### src/rtl/pipe_trace_buffer_pkg.sv
// Shared types for the pipeline trace buffer: session states and the record layout.
package pipe_trace_buffer_pkg;

    localparam int REC_W = 96;

    typedef enum logic [1:0] {
        ST_IDLE    = 2'd0,
        ST_ARMED   = 2'd1,
        ST_CAPTURE = 2'd2,
        ST_DONE    = 2'd3
    } state_e;

    typedef struct packed {
        logic [31:0] pc;
        logic [31:0] inst;
        logic [31:0] alu;
    } trace_rec_t;

endpackage

### src/rtl/pipe_trace_buffer_if.sv
// Tap, control and read-port bundle between a debug host (master) and the trace buffer (slave).
interface pipe_trace_buffer_if
    import pipe_trace_buffer_pkg::*;
#(
    parameter int AW = 4
);
    logic        arm;
    logic [31:0] trig_pc;
    logic [31:0] pc;
    logic [31:0] inst;
    logic [31:0] alu;
    logic        rd_en;
    logic [31:0] rd_pc;
    logic [31:0] rd_inst;
    logic [31:0] rd_alu;
    logic        rd_valid;
    logic [AW:0] count;
    state_e      state;
    logic        triggered;

    modport master (
        output arm, trig_pc, pc, inst, alu, rd_en,
        input  rd_pc, rd_inst, rd_alu, rd_valid, count, state, triggered
    );

    modport slave (
        input  arm, trig_pc, pc, inst, alu, rd_en,
        output rd_pc, rd_inst, rd_alu, rd_valid, count, state, triggered
    );

endinterface

### src/rtl/pipe_trace_buffer_trace_ram.sv
// DEPTH x 96 record store: synchronous write, registered read that holds when not read.
module pipe_trace_buffer_trace_ram
    import pipe_trace_buffer_pkg::*;
#(
    parameter int DEPTH = 16,
    parameter int AW    = 4
) (
    input  logic          clk_i,
    input  logic          rst_i,
    input  logic          we_i,
    input  logic [AW-1:0] waddr_i,
    input  trace_rec_t    wdata_i,
    input  logic          re_i,
    input  logic [AW-1:0] raddr_i,
    output trace_rec_t    rdata_o
);

    trace_rec_t mem_q [DEPTH];
    trace_rec_t rdata_q;

    // Array contents are never reset; only the read register has a defined reset value.
    always_ff @(posedge clk_i) begin
        if (we_i) begin
            mem_q[waddr_i] <= wdata_i;
        end
    end

    // Read register updates only on an accepted read so the last record stays visible.
    always_ff @(posedge clk_i) begin
        if (rst_i) begin
            rdata_q <= '0;
        end else if (re_i) begin
            rdata_q <= mem_q[raddr_i];
        end
    end

    assign rdata_o = rdata_q;

endmodule

### src/rtl/pipe_trace_buffer.sv
// Circular trace recorder for PC / fetched instruction / write-back ALU with PC trigger.
//
// state      | meaning
// -----------+-------------------------------------------------------------
// ST_IDLE    | no session; waits for arm
// ST_ARMED   | sampling every cycle, watching for pc == trig_pc
// ST_CAPTURE | trigger seen; sampling the post-trigger window
// ST_DONE    | capture frozen; records drained oldest-first via rd_en
module pipe_trace_buffer
    import pipe_trace_buffer_pkg::*;
#(
    parameter int DEPTH = 16,
    parameter int AW    = 4,
    parameter int POST  = 8
) (
    input logic             clk_i,
    input logic             rst_i,
    pipe_trace_buffer_if.slave bus
);

    localparam logic [AW:0]   DEPTH_C = (AW+1)'(DEPTH);
    localparam logic [AW-1:0] POST_C  = AW'(POST);

    state_e        state_q;
    logic [AW-1:0] wp_q;
    logic [AW-1:0] rp_q;
    logic [AW-1:0] post_q;
    logic [AW:0]   count_q;
    logic          trig_q;
    logic          rd_valid_q;

    logic [AW-1:0] wp_inc;
    logic [AW:0]   count_inc;
    logic          hit;
    logic          we;
    logic          re;
    trace_rec_t    wdata;
    trace_rec_t    rdata;

    assign wp_inc    = wp_q + 1'b1;
    assign count_inc = (count_q == DEPTH_C) ? count_q : count_q + 1'b1;
    assign hit       = (bus.pc == bus.trig_pc);
    // Arm wins over both sampling and reading in the same cycle.
    assign we        = !bus.arm && ((state_q == ST_ARMED) || (state_q == ST_CAPTURE));
    assign re        = !bus.arm && (state_q == ST_DONE) && bus.rd_en && (count_q != '0);
    assign wdata     = '{pc: bus.pc, inst: bus.inst, alu: bus.alu};

    pipe_trace_buffer_trace_ram #(
        .DEPTH (DEPTH),
        .AW    (AW)
    ) u_ram (
        .clk_i   (clk_i),
        .rst_i   (rst_i),
        .we_i    (we),
        .waddr_i (wp_q),
        .wdata_i (wdata),
        .re_i    (re),
        .raddr_i (rp_q),
        .rdata_o (rdata)
    );

    // Session FSM with write/read pointers, occupancy and post-trigger down-counter.
    always_ff @(posedge clk_i) begin
        if (rst_i) begin
            state_q    <= ST_IDLE;
            wp_q       <= '0;
            rp_q       <= '0;
            post_q     <= '0;
            count_q    <= '0;
            trig_q     <= 1'b0;
            rd_valid_q <= 1'b0;
        end else begin
            rd_valid_q <= 1'b0;
            if (bus.arm) begin
                state_q <= ST_ARMED;
                wp_q    <= '0;
                rp_q    <= '0;
                count_q <= '0;
                trig_q  <= 1'b0;
            end else begin
                case (state_q)
                    ST_IDLE: begin
                    end
                    ST_ARMED: begin
                        wp_q    <= wp_inc;
                        count_q <= count_inc;
                        if (hit) begin
                            trig_q <= 1'b1;
                            if (POST == 0) begin
                                state_q <= ST_DONE;
                                rp_q    <= wp_inc - count_inc[AW-1:0];
                            end else begin
                                state_q <= ST_CAPTURE;
                                post_q  <= POST_C;
                            end
                        end
                    end
                    ST_CAPTURE: begin
                        wp_q    <= wp_inc;
                        count_q <= count_inc;
                        post_q  <= post_q - 1'b1;
                        // A full buffer makes wp the oldest slot, so count mod DEPTH still lands right.
                        if (post_q == AW'(1)) begin
                            state_q <= ST_DONE;
                            rp_q    <= wp_inc - count_inc[AW-1:0];
                        end
                    end
                    ST_DONE: begin
                        if (re) begin
                            rd_valid_q <= 1'b1;
                            rp_q       <= rp_q + 1'b1;
                            count_q    <= count_q - 1'b1;
                        end
                    end
                endcase
            end
        end
    end

    assign bus.rd_pc     = rdata.pc;
    assign bus.rd_inst   = rdata.inst;
    assign bus.rd_alu    = rdata.alu;
    assign bus.rd_valid  = rd_valid_q;
    assign bus.count     = count_q;
    assign bus.state     = state_q;
    assign bus.triggered = trig_q;

endmodule

### src/flat_wrapper.sv
// flat-port wrapper written by rule: the top's interface ports become plain ports
module pipe_trace_buffer_flat import pipe_trace_buffer_pkg::*;
#(
    parameter int DEPTH = 16,
    parameter int AW    = 4,
    parameter int POST  = 8
)
  (clk_i, rst_i, bus_arm, bus_trig_pc, bus_pc, bus_inst, bus_alu, bus_rd_en, bus_rd_pc, bus_rd_inst, bus_rd_alu, bus_rd_valid, bus_count, bus_state, bus_triggered);
  pipe_trace_buffer_if #(.AW(AW)) bus_i ();
  input logic clk_i;
  input logic rst_i;
  input wire logic [$bits(bus_i.arm)-1:0] bus_arm;
  input wire logic [$bits(bus_i.trig_pc)-1:0] bus_trig_pc;
  input wire logic [$bits(bus_i.pc)-1:0] bus_pc;
  input wire logic [$bits(bus_i.inst)-1:0] bus_inst;
  input wire logic [$bits(bus_i.alu)-1:0] bus_alu;
  input wire logic [$bits(bus_i.rd_en)-1:0] bus_rd_en;
  output wire logic [$bits(bus_i.rd_pc)-1:0] bus_rd_pc;
  output wire logic [$bits(bus_i.rd_inst)-1:0] bus_rd_inst;
  output wire logic [$bits(bus_i.rd_alu)-1:0] bus_rd_alu;
  output wire logic [$bits(bus_i.rd_valid)-1:0] bus_rd_valid;
  output wire logic [$bits(bus_i.count)-1:0] bus_count;
  output wire logic [$bits(bus_i.state)-1:0] bus_state;
  output wire logic [$bits(bus_i.triggered)-1:0] bus_triggered;
  assign bus_i.arm = bus_arm;
  assign bus_i.trig_pc = bus_trig_pc;
  assign bus_i.pc = bus_pc;
  assign bus_i.inst = bus_inst;
  assign bus_i.alu = bus_alu;
  assign bus_i.rd_en = bus_rd_en;
  assign bus_rd_pc = bus_i.rd_pc;
  assign bus_rd_inst = bus_i.rd_inst;
  assign bus_rd_alu = bus_i.rd_alu;
  assign bus_rd_valid = bus_i.rd_valid;
  assign bus_count = bus_i.count;
  assign bus_state = bus_i.state;
  assign bus_triggered = bus_i.triggered;
  pipe_trace_buffer #(.DEPTH(DEPTH), .AW(AW), .POST(POST)) u_core (.clk_i(clk_i), .rst_i(rst_i), .bus(bus_i));
endmodule
### config.mk
export PLATFORM = sky130hd
export DESIGN_NAME = pipe_trace_buffer_flat
export DESIGN_NICKNAME = d
export VERILOG_FILES = /design/src/rtl/pipe_trace_buffer_pkg.sv /design/src/rtl/pipe_trace_buffer_if.sv /design/src/rtl/pipe_trace_buffer_trace_ram.sv /design/src/rtl/pipe_trace_buffer.sv /design/src/flat_wrapper.sv
export SDC_FILE = /design/constraint.sdc
export NUM_CORES = 2
export LEC_CHECK = 0
export CAP_MARGIN = 5
export CORE_UTILIZATION = 48
export DETAILED_ROUTE_END_ITERATION = 12
export PLACE_DENSITY_LB_ADDON = 0.25
export SYNTH_ARGS = -nofsm -noshare
export SYNTH_HDL_FRONTEND = slang
export SYNTH_SLANG_ARGS = --single-unit
### constraint.sdc
create_clock -name clk_i -period 23.5 [get_ports clk_i]
set_input_delay 7.05 -clock clk_i [delete_from_list [all_inputs] [get_ports clk_i]]
set_output_delay 7.05 -clock clk_i [all_outputs]
set_load 0.02 [all_outputs]
==> impl_metrics.env <==
export IMPL_holdPathStages=2
export IMPL_final_cell_mix="edfxtp_1 (1536), mux4_2 (480), clkdlybuf4s50_1 (235)"
export IMPL_final_max_slew_viol_count=0
export IMPL_ys_seq_elements=1653
export IMPL_cpPeakStageDelay_ps=960
export IMPL_drc_errors=0
export IMPL_clock_skew_ps=25.9
export IMPL_min_to="u_core.u_ram.rdata_o[27]$_SDFFE_PP0P_"
export IMPL_status="completed"
export IMPL_routabilityCongestion=0.770
export IMPL_ant_nets=0
export IMPL_post_cts_buffers=0
export IMPL_fmax_mhz=92.6
export IMPL_clk_pin_slew_worst_paths_ps=60
export IMPL_cts_hold_buf=0
export IMPL_root_buffer="clkbuf_16"
export IMPL_hold_viol=0
export IMPL_core_um2=130000
export IMPL_syn_area_per_cell_um2=22.4
export IMPL_yosysSeqAreaShare_pct=77.2
export IMPL_synthDistinctLibCells=50
export IMPL_required_ps=23890
export IMPL_clkLatencyLatePin_ps=780
export IMPL_grt_pass1_vias=31231
export IMPL_startpoint_type="primary input"
export IMPL_fin_crit_ps=10800
export IMPL_path_class="in -> reg"
export IMPL_grt_ovfl_total=0
export IMPL_totalPowerFinal_w=0.00601
export IMPL_power_leakage_nw=21.6
export IMPL_drive_gt1_share_pct=24.5
export IMPL_cap_violations=0
export IMPL_nFillCells=9438
export IMPL_drt_iter0_drc=3050
export IMPL_slowest_stage="nor3_2"
export IMPL_rsz0062_at_grt="no"
export IMPL_fin_setup_tns_ps=0
export IMPL_drt_pass1_iter_count=6
export IMPL_worstPathArrival_ps=11190
export IMPL_clk_path_buf_depth=3
export IMPL_syn_nets=2948
export IMPL_crit_top_cell="buf_4"
export IMPL_r2r_end="u_core.u_ram.rdata_o[55]$_SDFFE_PP0P_"
export IMPL_num_vias=29460
export IMPL_cts_made_buffers=166
export IMPL_yosys_warnings=0
export IMPL_die_x_um=364
export IMPL_power_density_nw_per_um2=82.9
export IMPL_htreeDepth=4
export IMPL_dp_hpwl_um=76900
export IMPL_worst_slew_pin_slew_ps=1270
export IMPL_area_delta_synth_final_pct=15.5
export IMPL_post_cts_resized=0
export IMPL_die_area_um2=132000
export IMPL_synth_flop_cell="edfxtp_1"
export IMPL_path_max_fanout=50
export IMPL_cp_end_kind="register"
export IMPL_cts_tree="yes"
export IMPL_hp_start="u_core.u_ram.rdata_o[27]$_SDFFE_PP0P_"
export IMPL_slew_headroom_pct=15.1
export IMPL_via_per_inst=5.91
export IMPL_timing_final_crit_share_pct=45.9
export IMPL_io_pins=237
export IMPL_rrSetupSlack_ps=18300
export IMPL_multiInputGateArea_um2=13600
export IMPL_r2r_start="u_core.rp_q[0]$_SDFFE_PP0P_"
export IMPL_grt_util_all_layers_pct=22.0
export IMPL_synth_edf_count=1536
export IMPL_die_h_um=364
export IMPL_async_reset_ff_share_pct=0
export IMPL_syn_cell_area_um2=62800
export IMPL_initial_utilization_pct=48.4
export IMPL_antenna_found_initial=14
export IMPL_irDropWorstVdd_v=0.0000719
export IMPL_grt_max_degree=111
export IMPL_io_buffers=236
export IMPL_fp_row_count=132
export IMPL_wire_per_inst_um=28.6
export IMPL_clock_sinks=1653
export IMPL_setup_violations_final=0
export IMPL_mostFrequentLayoutCell="edfxtp_1"
export IMPL_startpoint="bus_arm"
export IMPL_hold_class="reg -> reg"
export IMPL_grt_pass1_wl_um=210000
export IMPL_reg2regPathDepth=7
export IMPL_crit_path_cell_trace="clkdlybuf4s50_1, nor2b_1, nand2_1, nor3_2, buf_4, buf_4"
export IMPL_finalWirelength_um=142000
export IMPL_nNetsFinal=3251
export IMPL_synthCells=2798
export IMPL_seqCellArea_um2=48500
-- synth_stat cells (3+ instances only) --
master	instances	area [µm²]
edfxtp_1	1536	46100
nor3_1	6	30.0
a21o_1	3	22.5
buf_4	29	218
clkbuf_1	73	274
a31oi_1	5	31.3
xor2_1	7	61.3
a21oi_1	104	521
buf_2	18	90.1
nor4b_1	4	35.0
xnor2_1	38	333
ha_1	17	213
nor2_1	32	120
nand2_1	210	788
buf_1	24	90.1
nor2b_1	3	18.8
o21ai_0	6	30.0
dfxtp_1	117	2340
mux4_2	480	10800
o22ai_1	3	18.8
nand3_1	12	60.1
buf_6	8	90.1
nand4_1	10	62.6
mux2i_1	3	30.0
inv_1	14	52.6
nand2b_1	5	31.3
-- report_power, final --
group	total, W	switching, W	internal [W]
clock	0.00262	0.00111	0.00151
combinational	0.000156	0.0000941	0.0000614
sequential	0.00323	0.00000609	0.00323
-- through the flow --
step                      hold slack [ps]  utilization [%]  setup slack (ps)  instances  cell area (µm²)
after floorplan                       452                -              8750       2798            62800
after global placement                443             51.7             12010       4675            67100
after detailed placement              448             51.7             11850       4675            67100
after CTS                             456             55.9             12700       4982            72500
after global routing                  472             55.9             12510       4983            72500
final                                 451             55.9             12700       4985            72500
-- how the worst max path moves through the flow --
stage                     depth (start not counted)                                   to
after CTS                                         6  u_core.u_ram.mem_q[0][63]$_DFFE_PP_
after global routing                              6  u_core.u_ram.mem_q[0][54]$_DFFE_PP_
after global placement                            6  u_core.u_ram.mem_q[0][55]$_DFFE_PP_
after detailed placement                          6  u_core.u_ram.mem_q[0][61]$_DFFE_PP_
final                                             6  u_core.u_ram.mem_q[0][54]$_DFFE_PP_
after floorplan                                   4   u_core.u_ram.mem_q[3][0]$_DFFE_PP_
-- kinds of logic after synthesis --
kind of cell,Yosys count,synth area share [%]
buffers and inverters,166,1.30
AND/OR/NAND/NOR,294,1.97
flip-flops,1653,77.2
XOR/XNOR,45,0.628
adder cells (fa/ha/maj),18,0.371
multiplexers,483,17.3
AO/OA/AOI/OAI,139,1.24
-- worst max-delay path: cells and delay by family --
family	cells	cell delay [ps]
buffers and inverters	3	2090
and+or+nand+nor	3	1960
-- flip-flops by register name, summed over array words and instances, names as in the netlist --
signal                flops
u_core.u_ram.rdata_o     96
u_core.bus.count          5
u_core.bus.triggered      1
u_core.post_q             4
u_core.wp_q               4
u_core.rp_q               4
u_core.u_ram.mem_q     1536
u_core.bus.state          2
u_core.bus.rd_valid       1
-- area by class of cell --
class / instances / share of cell area (%)
Clock buffer: 222 / 6.21
Timing Repair Buffer: 287 / 3.80
Inverter: 14 / 0.0725
Sequential cell: 1653 / 66.9
Multi-Input combinational cell: 979 / 18.8
Tap cell: 1742 / 3.01
Clock inverter: 85 / 1.26
Antenna cell: 3 / 0.0104
-- routing by layer --
metal	vias up	GRT usage [%]	wire length (µm)	part of all wire, %
met5	-	0	95	0.067
met4	14	5.58	2460	1.7
met3	203	3.35	8460	5.9
met2	1002	35.9	71300	50
met1	15963	31.3	60100	42
li1	12278	-	-	-
Note: power is estimated with default switching activity, not from simulation.
